===== config.mk =====
export PLATFORM = sky130hd
export DESIGN_NAME = next_out_arbiter
export DESIGN_NICKNAME = d
export VERILOG_FILES = /design/src/rtl/next_out_pkg.sv /design/src/rtl/next_out_grant.sv /design/src/rtl/next_out_arbiter.sv
export SDC_FILE = /design/constraint.sdc
export NUM_CORES = 1
export LEC_CHECK = 0
export CORE_ASPECT_RATIO = 0.7
export CORE_MARGIN = 2
export CORE_UTILIZATION = 57
export DETAILED_ROUTE_END_ITERATION = 6
export DONT_BUFFER_PORTS = 1
export PLACE_DENSITY = 0.82
export SLEW_MARGIN = 10
export SYNTH_ARGS = -nofsm -noshare
export SYNTH_HDL_FRONTEND = slang
export SYNTH_SLANG_ARGS = --single-unit

===== constraint.sdc =====
create_clock -name mon_clk -period 2.1 [get_ports mon_clk]
set_input_delay 0.21 -clock mon_clk [delete_from_list [all_inputs] [get_ports mon_clk]]
set_output_delay 0.21 -clock mon_clk [all_outputs]
set_load 0.005 [all_outputs]

===== src/rtl/next_out_pkg.sv =====
// next_out_pkg: opcodes, owner/state encodings and packet builder for the outbound arbiter
package next_out_pkg;
    localparam logic [7:0] OP_POWER_ON = 8'hC0;
    localparam logic [7:0] OP_KEYBOARD = 8'hC5;
    localparam logic [7:0] OP_MOUSE    = 8'hC6;
    localparam logic [7:0] OP_MIC      = 8'hC7;
    typedef enum logic [1:0] {OWN_PO, OWN_KB, OWN_MIC} owner_e;
    typedef enum logic [1:0] {IDLE, BUSY, DONE} state_e;
    function automatic logic [39:0] build_packet(owner_e own, logic is_mouse, logic [15:0] kb, logic [31:0] mic);
        return own == OWN_PO ? {OP_POWER_ON, 32'h0} :
               own == OWN_KB ? {is_mouse ? OP_MOUSE : OP_KEYBOARD, 16'h0, kb} : {OP_MIC, mic};
    endfunction
endpackage


===== src/rtl/next_out_grant.sv =====
// next_out_grant: fixed-priority source selector with bounded mic bursts
module next_out_grant
    import next_out_pkg::*;
#(
    parameter int MIC_BURST = 4,
    parameter int BW        = 3
) (
    input  logic          po_pend,
    input  logic          kb_pend,
    input  logic          mic_pend,
    input  logic [BW-1:0] mic_burst,
    input  logic          last_mic,
    output logic          gnt_valid,
    output owner_e        gnt_owner
);
    logic mic_hold;
    // Power-on first; an unfinished mic burst keeps priority over keyboard
    always_comb begin
        mic_hold  = mic_pend && last_mic && (mic_burst < BW'(MIC_BURST));
        gnt_valid = po_pend || kb_pend || mic_pend;
        gnt_owner = po_pend ? OWN_PO : mic_hold ? OWN_MIC : kb_pend ? OWN_KB : OWN_MIC;
    end
endmodule


===== src/rtl/next_out_arbiter.sv =====
// next_out_arbiter: latches one outbound packet at a time for the monitor sender and acks its source
module next_out_arbiter
    import next_out_pkg::*;
#(
    parameter int TIMEOUT   = 16383,
    parameter int TW        = 14,
    parameter int MIC_BURST = 4
) (
    input  logic        mon_clk,
    input  logic        hw_reset_n,
    input  logic        power_on_req,
    input  logic        kb_req,
    input  logic        kb_is_mouse,
    input  logic [15:0] kb_data,
    output logic        kb_ack,
    input  logic        mic_req,
    input  logic [31:0] mic_data,
    output logic        mic_ack,
    output logic [39:0] out_data,
    output logic        out_valid,
    input  logic        out_data_retrieved,
    output logic        drop_pulse,
    output logic [7:0]  drop_count
);
    localparam int BW = $clog2(MIC_BURST + 1);

    state_e         state_q, state_d;
    owner_e         owner_q, owner_d, gnt_owner;
    logic           po_pend_q, po_pend_d, last_mic_q, last_mic_d;
    logic [BW-1:0]  burst_q, burst_d;
    logic [TW-1:0]  cnt_q, cnt_d, cnt_inc;
    logic [39:0]    data_q, data_d;
    logic           valid_q, valid_d, kb_ack_q, kb_ack_d, mic_ack_q, mic_ack_d, drop_q, drop_d;
    logic [7:0]     drop_count_q, drop_count_d;
    logic           gnt_valid, grant, retrieve, timeout, finish;

    next_out_grant #(.MIC_BURST(MIC_BURST), .BW(BW)) u_grant (
        .po_pend   (po_pend_q || power_on_req),
        .kb_pend   (kb_req),
        .mic_pend  (mic_req),
        .mic_burst (burst_q),
        .last_mic  (last_mic_q),
        .gnt_valid (gnt_valid),
        .gnt_owner (gnt_owner)
    );

    // State register
    always_ff @(posedge mon_clk or negedge hw_reset_n) begin
        if (!hw_reset_n) state_q <= IDLE;
        else             state_q <= state_d;
    end

    // Next state: grant leaves IDLE, retrieval or timeout ends BUSY, DONE lasts one cycle
    always_comb begin
        cnt_inc  = cnt_q + 1'b1;
        retrieve = state_q == BUSY && out_data_retrieved;
        timeout  = state_q == BUSY && !out_data_retrieved && cnt_inc == TW'(TIMEOUT);
        state_d  = state_q == IDLE ? (gnt_valid ? BUSY : IDLE) :
                   state_q == BUSY ? (retrieve || timeout ? DONE : BUSY) : IDLE;
    end

    // Outputs and bookkeeping: latch packet on grant, pulse owner's ack and drop on completion
    always_comb begin
        grant        = state_q == IDLE && gnt_valid;
        finish       = retrieve || timeout;
        valid_d      = grant || (state_q == BUSY && !finish);
        data_d       = grant ? build_packet(gnt_owner, kb_is_mouse, kb_data, mic_data) : data_q;
        owner_d      = grant ? gnt_owner : owner_q;
        cnt_d        = grant ? '0 : state_q == BUSY ? cnt_inc : cnt_q;
        kb_ack_d     = finish && owner_q == OWN_KB;
        mic_ack_d    = finish && owner_q == OWN_MIC;
        drop_d       = timeout;
        drop_count_d = timeout && drop_count_q != 8'hFF ? drop_count_q + 8'd1 : drop_count_q;
        po_pend_d    = power_on_req || (po_pend_q && !(state_q == DONE && owner_q == OWN_PO));
        last_mic_d   = grant ? gnt_owner == OWN_MIC : last_mic_q;
        burst_d      = state_q != IDLE ? burst_q :
                       !(grant && gnt_owner == OWN_MIC) ? '0 :
                       burst_q == BW'(MIC_BURST) ? burst_q : burst_q + 1'b1;
    end

    // Datapath registers
    always_ff @(posedge mon_clk or negedge hw_reset_n) begin
        if (!hw_reset_n) begin
            owner_q      <= OWN_PO;
            po_pend_q    <= 1'b0;
            last_mic_q   <= 1'b0;
            burst_q      <= '0;
            cnt_q        <= '0;
            data_q       <= '0;
            valid_q      <= 1'b0;
            kb_ack_q     <= 1'b0;
            mic_ack_q    <= 1'b0;
            drop_q       <= 1'b0;
            drop_count_q <= '0;
        end else begin
            owner_q      <= owner_d;
            po_pend_q    <= po_pend_d;
            last_mic_q   <= last_mic_d;
            burst_q      <= burst_d;
            cnt_q        <= cnt_d;
            data_q       <= data_d;
            valid_q      <= valid_d;
            kb_ack_q     <= kb_ack_d;
            mic_ack_q    <= mic_ack_d;
            drop_q       <= drop_d;
            drop_count_q <= drop_count_d;
        end
    end

    assign out_data   = data_q;
    assign out_valid  = valid_q;
    assign kb_ack     = kb_ack_q;
    assign mic_ack    = mic_ack_q;
    assign drop_pulse = drop_q;
    assign drop_count = drop_count_q;
endmodule


Word-level counts from Yosys, hierarchy flattened
Cells that the tools add are included.

word-level totals
  register bits = 75
  bits of input ports = 55
  output and inout port bits = 52
  word-level logic and storage cells = 69

cells by class
  $add $sub $neg = 3
  magnitude comparators = 1
  eq/ne operators = 10
  mux-type cells = 14
  bitwise gates (word level) = 1
  reductions and logical operators = 28

operators with widths
  kind                     count
  $mux W35                 1
  $mux W34                 1
  $mux W14                 2
  $add A14 B1 Y14 const B  1
  $eq A14 B14 Y1 const B   1
  $mux W2                  7
  $logic_and A1 B1 Y1      13
  $add A8 B1 Y8 const B    1
  $ne A8 B8 Y1 const B     1
  $eq A2 B1 Y1 const B     3
  $eq A2 B2 Y1 const B     3
  $logic_not A2 Y1         3
  $logic_or A1 B1 Y1       6
  $mux W3                  2
  $reduce_bool A2 Y1       2
  $add A3 B1 Y3 const B    1
  $eq A3 B3 Y1 const B     1
  $logic_not A1 Y1         3
  $lt A3 B3 Y1 const B     1
  $ne A2 B2 Y1 const B     1
  $reduce_and A2 Y1        1
  $mux W1                  1
  $not A1 Y1               1

Depth between registers and ports, before layout
  depth in word-level cells = 8
  mapped depth = 8
  gate-level depth less buffers = 7

Modules after synthesis
A second synthesis with hierarchy kept.

unflattened totals
  cells, all modules = 374
  area total of the unflattened synthesis = 3494.6 µm²

modules (own cells, without submodules)
  module            instances  cells an instance  area each (µm²)  sequential area each (µm²)
  next_out_arbiter  1          370                3465.8           1776.7
  next_out_grant    1          4                  28.8             0.0

Worst setup path before layout
Ideal clock, no wire load.

  path kind = register -> register
  start point = register cnt_q[0]
  end point = register drop_count_q[7] (netlist: drop_count[7])
  setup time = 0.125 ns
  data arrival time = 2.037 ns
  data required time = 1.975 ns
  slack = -0.062 ns
  cell stages (with the launch flop) = 9
  buffers on the path = 1
  period minus slack after synthesis = 2.162 ns
  path through = dfrtp_1 ha_1 buf_2 nand3_1 mux2i_1 nor4b_4 nand4_4 nor3_2 mux2_2

on the way
  cells in the longest elaborated chain, start to end = 4

RTL lines
  element                 line                     RTL
  start, declared         next_out_arbiter.sv:31   logic [TW-1:0] cnt_q, cnt_d, cnt_inc;
  start signal, assigned  next_out_arbiter.sv:100  cnt_q <= cnt_d;
  $add A14 B1 Y14         next_out_arbiter.sv:55   cnt_inc = cnt_q + 1'b1;
  $eq A14 B14 Y1          next_out_arbiter.sv:57   timeout = state_q == BUSY && !out_data_retrieved && cnt_inc == TW'(TIMEOUT);
  $logic_and A1 B1 Y1     next_out_arbiter.sv:57
  $logic_and A1 B1 Y1     next_out_arbiter.sv:73   drop_count_d = timeout && drop_count_q != 8'hFF ? drop_count_q + 8'd1 : drop_count_q;
  end signal, assigned    next_out_arbiter.sv:106  drop_count_q <= drop_count_d;
  end, declared           next_out_arbiter.sv:34   logic [7:0] drop_count_q, drop_count_d;

Every way passes these cells.
A chain may end at the register's enable or synchronous reset.

Worst setup path in the final report
Ends and elaborated chain as after synthesis.

==> impl_table.tex <==
\begin{tabular}{lr}
\hline
Metric & Value \\
\hline
\multicolumn{2}{l}{\textbf{Floorplanning}} \\
\quad Total die area & 6497 um2 \\
\quad DIE WIDTH & 95.49 um \\
\quad Core Area & roughly 5700 um2 \\
\quad Count of standard-cell rows & 23 \\
\quad Initial Util & between 50 and 60\% \\
\quad Die height & 68.04 um \\
\quad Number of I/O pins & 107 \\
\multicolumn{2}{l}{\textbf{Detailed routing}} \\
\quad Number of DRC markers in iteration 0 & 260 \\
\quad Total number of vias & 2710 \\
\quad Drt via density & between 6 and 7 \\
\quad Final wirelength & 8.543 mm \\
\quad Routed wire length per instance & 19.33 um \\
\quad 1st-pass router iterations & 5 \\
\quad Drt drc & 0 \\
\quad Remaining antenna violation count & 0 \\
\multicolumn{2}{l}{\textbf{Hold path}} \\
\quad Number of cells traversed by the worst hold path & 2 \\
\quad Tightest Hold Check Type & input pin to register \\
\quad Hold worst-path end & state\_q[1] \\
\quad Start point of the worst min-delay path & out\_data\_retrieved \\
\multicolumn{2}{l}{\textbf{Critical path}} \\
\quad Data arrival time of the worst path & 2.41 ns \\
\quad Critical path start-end classification & register to register \\
\quad R2r endpoint & drop\_count[7] \\
\quad Flop-to-flop setup slack & -0.07 ns \\
\quad Kind of launch point of the worst setup path & register \\
\quad CP Max Fanout & 5 \\
\quad Critical path capture point type & register \\
\quad Startpoint of the most critical register-to-register path & cnt\_q[0] \\
\quad CP required & roughly 2.3 ns \\
\quad R2R depth & 7 \\
\multicolumn{2}{l}{\textbf{Yosys}} \\
\quad Sequential cell area fraction in the yosys report & 53.20\% \\
\quad Async set-reset flop share out of synthesis & 100.0\% \\
\quad Primary flip-flop cell chosen by synthesis mapping & dfrtp\_1 \\
\quad Synthesized instance count & 321 \\
\quad Leading cell types by total area after synthesis & dfrtp\_1 53\%, o21ai\_0 6.4\%, mux2i\_1 5.4\% \\
\quad Synthesis Warnings & 0 \\
\quad Netlist Area Pre-Place & 3339 um2 \\
\quad Total of flip-flops plus latches after synthesis & 71 \\
\quad Top cell type's share of synthesized area & 53.20\% \\
\quad Post-synth EDFFs & 0 \\
\quad Mapped Avg Cell Area & $\sim$10 um2 \\
\quad Library cells used by synthesis & 47 \\
\quad Largest area contributor in the netlist & dfrtp\_1 \\
\multicolumn{2}{l}{\textbf{Power}} \\
\quad Relative contribution of sequential cells to total power & 42.5\% \\
\quad Sw Pwr & 1.236 mW \\
\quad Switching portion of total power & 32.88\% \\
\quad Relative contribution of combinational cells to total power & 25.4\% \\
\quad Worst-case vdd ir drop & 596.3 uV \\
\quad PwrDens & 908.8 nW/um2 \\
\quad Internal Power & 2.523 mW \\
\quad Lkg Pwr & 1.993 nW \\
\quad Clk pwr share & 32.1\% \\
\multicolumn{2}{l}{\textbf{Run status}} \\
\quad Failing checks & negative setup slack \\
\quad Result of the run & finished with violations \\
\multicolumn{2}{l}{\textbf{Finish}} \\
\quad Area Overhead vs Synth & 23.87\% \\
\quad Filler cells & between 300 and 400 \\
\quad Antenna diode count & 0 \\
\quad Final-stage net count & 422 \\
\quad Final Core Density & 72.60\% \\
\quad Share of layout cells above drive strength 1 & 20.16\% \\
\multicolumn{2}{l}{\textbf{STA}} \\
\quad Setup ws final & -0.06743 ns \\
\quad Setup clock skew after layout & around 0.0042 ns \\
\quad Minimum clock period after layout & 2.167 ns \\
\quad Number of max-slew violations in the final report & 0 \\
\quad Unrepaired setup endpoints after global routing & true \\
\quad Summed negative setup slack over all endpoints & -0.2650 ns \\
\quad Final Hold Viols & 0 \\
\quad Final cycle utilization of the critical path & 103.2\% \\
\quad F\_max & approximately 460 MHz \\
\quad Final number of setup-violating endpoints & 7 \\
\multicolumn{2}{l}{\textbf{Clocking}} \\
\quad CTS max path bufs & 2 \\
\quad Post-CTS clock slew at the launch and capture registers of the worst setup and hold paths & 0.08 ns \\
\quad Later-pin clock latency in the skew report & 0.35 ns \\
\quad Num CTS Buffers & 9 \\
\quad TritonCTS Sinks & 71 \\
\quad Clk Tree Root Cell & clkbuf\_8 \\
\quad \# H-tree levels & 3 \\
\quad Clock tree from TritonCTS & built \\
\multicolumn{2}{l}{\textbf{Placement}} \\
\quad GP Congestion & 0.8186 \\
\quad Total of buffers placed on input and output ports & 0 \\
\quad Post-DP HPWL & 5.161 mm \\
\multicolumn{2}{l}{\textbf{Global route}} \\
\quad All-layer global routing usage & 27.32\% \\
\quad Vias in the first global route & 2676 \\
\quad Total congestion overflow & 0 \\
\quad Wire length of the first global-routing pass & 13.01 mm \\
\quad Maximum number of pins on one net before global-route repair & 72 \\
\quad Initial antenna violation count & 0 \\
\multicolumn{2}{l}{\textbf{Run}} \\
\quad Reported max-cap violation count & 0 \\
\hline
\end{tabular}
==> critical path: stages (launching register included) <==
cell	delay, ns
dfrtp_1	0.42
buf_4	0.16
and3_2	0.26
xnor2_2	0.16
nor4b_4	0.33
nand4_4	0.23
nor3_4	0.18
mux2_4	0.31
==> synth_stat cells, types with 3 or more instances <==
library cell and number:
dfrtp_1 71, a22o_1 16, o41ai_1 4, nor3b_1 4, mux2i_1 18, a21oi_1 4, inv_1 7, xor2_1 7
buf_4 6, nand3_1 12, nor2_1 18, and3_1 5, ha_1 5, a21o_1 4, o21ai_0 43, nor3_1 4
and2_1 3, nand2_1 40, clkbuf_1 11, buf_2 4, nor2b_1 4
==> sequential cells by signal (all words and copies together) (netlist names) <==
signal,count
po_pend_q,1
kb_ack,1
drop_pulse,1
owner_q,2
cnt_q,14
state_q,2
mic_ack,1
out_valid,1
out_data,36
burst_q,3
last_mic_q,1
drop_count,8
==> power by group through the flow <==
stage          clock network (mW)  registers, mW  logic [mW]
2_1_floorplan                   0           1.59       0.547
3_3_place_gp                    0           1.60       0.796
3_5_place_dp                    0           1.61       0.836
4_1_cts                      1.24           1.59       0.908
5_1_grt                      1.29           1.61        1.03
6_report                     1.20           1.60       0.957
==> worst max-delay path by stage <==
stage	start	to
global placement	cnt_q[0]	drop_count[7]
CTS	cnt_q[0]	drop_count[7]
global route	cnt_q[1]	drop_count[7]
finish	cnt_q[0]	drop_count[7]
floorplan	cnt_q[0]	drop_count[7]
detailed placement	cnt_q[0]	drop_count[7]
==> metrics by stage <==
| step | std cells | hold WS, ns | total power, mW | area (um2) | setup slack [ns] |
|---|---|---|---|---|---|
| floorplan | 323 | -0.08559 | 2.139 | 3354 | -0.009878 |
| global placement | 404 | -0.08451 | 2.398 | 3560 | -0.02345 |
| detailed placement | 404 | -0.08449 | 2.442 | 3560 | -0.1246 |
| CTS | 441 | 0.004018 | 3.735 | 4074 | -0.04678 |
| global route | 442 | 0.01380 | 3.936 | 4136 | -0.1702 |
| finish | 442 | 0.01233 | 3.759 | 4136 | -0.06743 |
==> per-layer routing <==
layer | wire (um) | share of wire, % | vias to the layer above | GRT usage (%)
li1 | - | - | 1219 | -
met1 | 3471 | 41 | 1308 | 34.00
met2 | 4041 | 47 | 157 | 42.61
met3 | 833 | 9.8 | 26 | 9.802
met4 | 197 | 2.3 | 0 | 13.93
met5 | 0 | 0 | - | 0
==> layout by cell type, fill, tap and decap left out, types with 6 or more instances in the layout <==
cell type and instances:
nor2_1 16, clkbuf_8 9, nand3_1 12, o21ai_0 41, a22o_1 16, mux2i_1 18, dlygate4sd3_1 18, nand2_1 40
buf_4 28, inv_1 6, dfrtp_1 71, xor2_1 6
==> what timing repair did <==
| action | in CTS | in global routing |
|---|---|---|
| pin swaps | 4 | 0 |
| hold buffers | 19 | 0 |
| endpoints found under the setup margin | 8 | 10 |
| cloned | 1 | 0 |
| resized for setup | 12 | 13 |
| setup buffers | 1 | 1 |
| hold endpoints to repair | 88 | 0 |
==> area by class of cell <==
cell class              count  area [um2]  area share, %
clock buffers               9       123.9          2.995
well taps                  75       93.84          2.269
clock inverters             7       97.59          2.359
repair buffers             49       440.4          10.65
flip-flops and latches     71        1777          42.95
inverters                   7       26.28         0.6352
multi-input cells         224        1578          38.14
==> cells by family after synthesis <==
family | Yosys count | share of synthesized area (%)
fa+ha+maj | 5 | 1.873
compound gates | 80 | 15.14
buf+inv | 29 | 4.084
mux | 20 | 6.070
simple gates | 107 | 17.42
other cells | 1 | 0.1123
xor+xnor | 8 | 2.098
flops | 71 | 53.20
No activity file was read; power rests on OpenSTA's default activity.
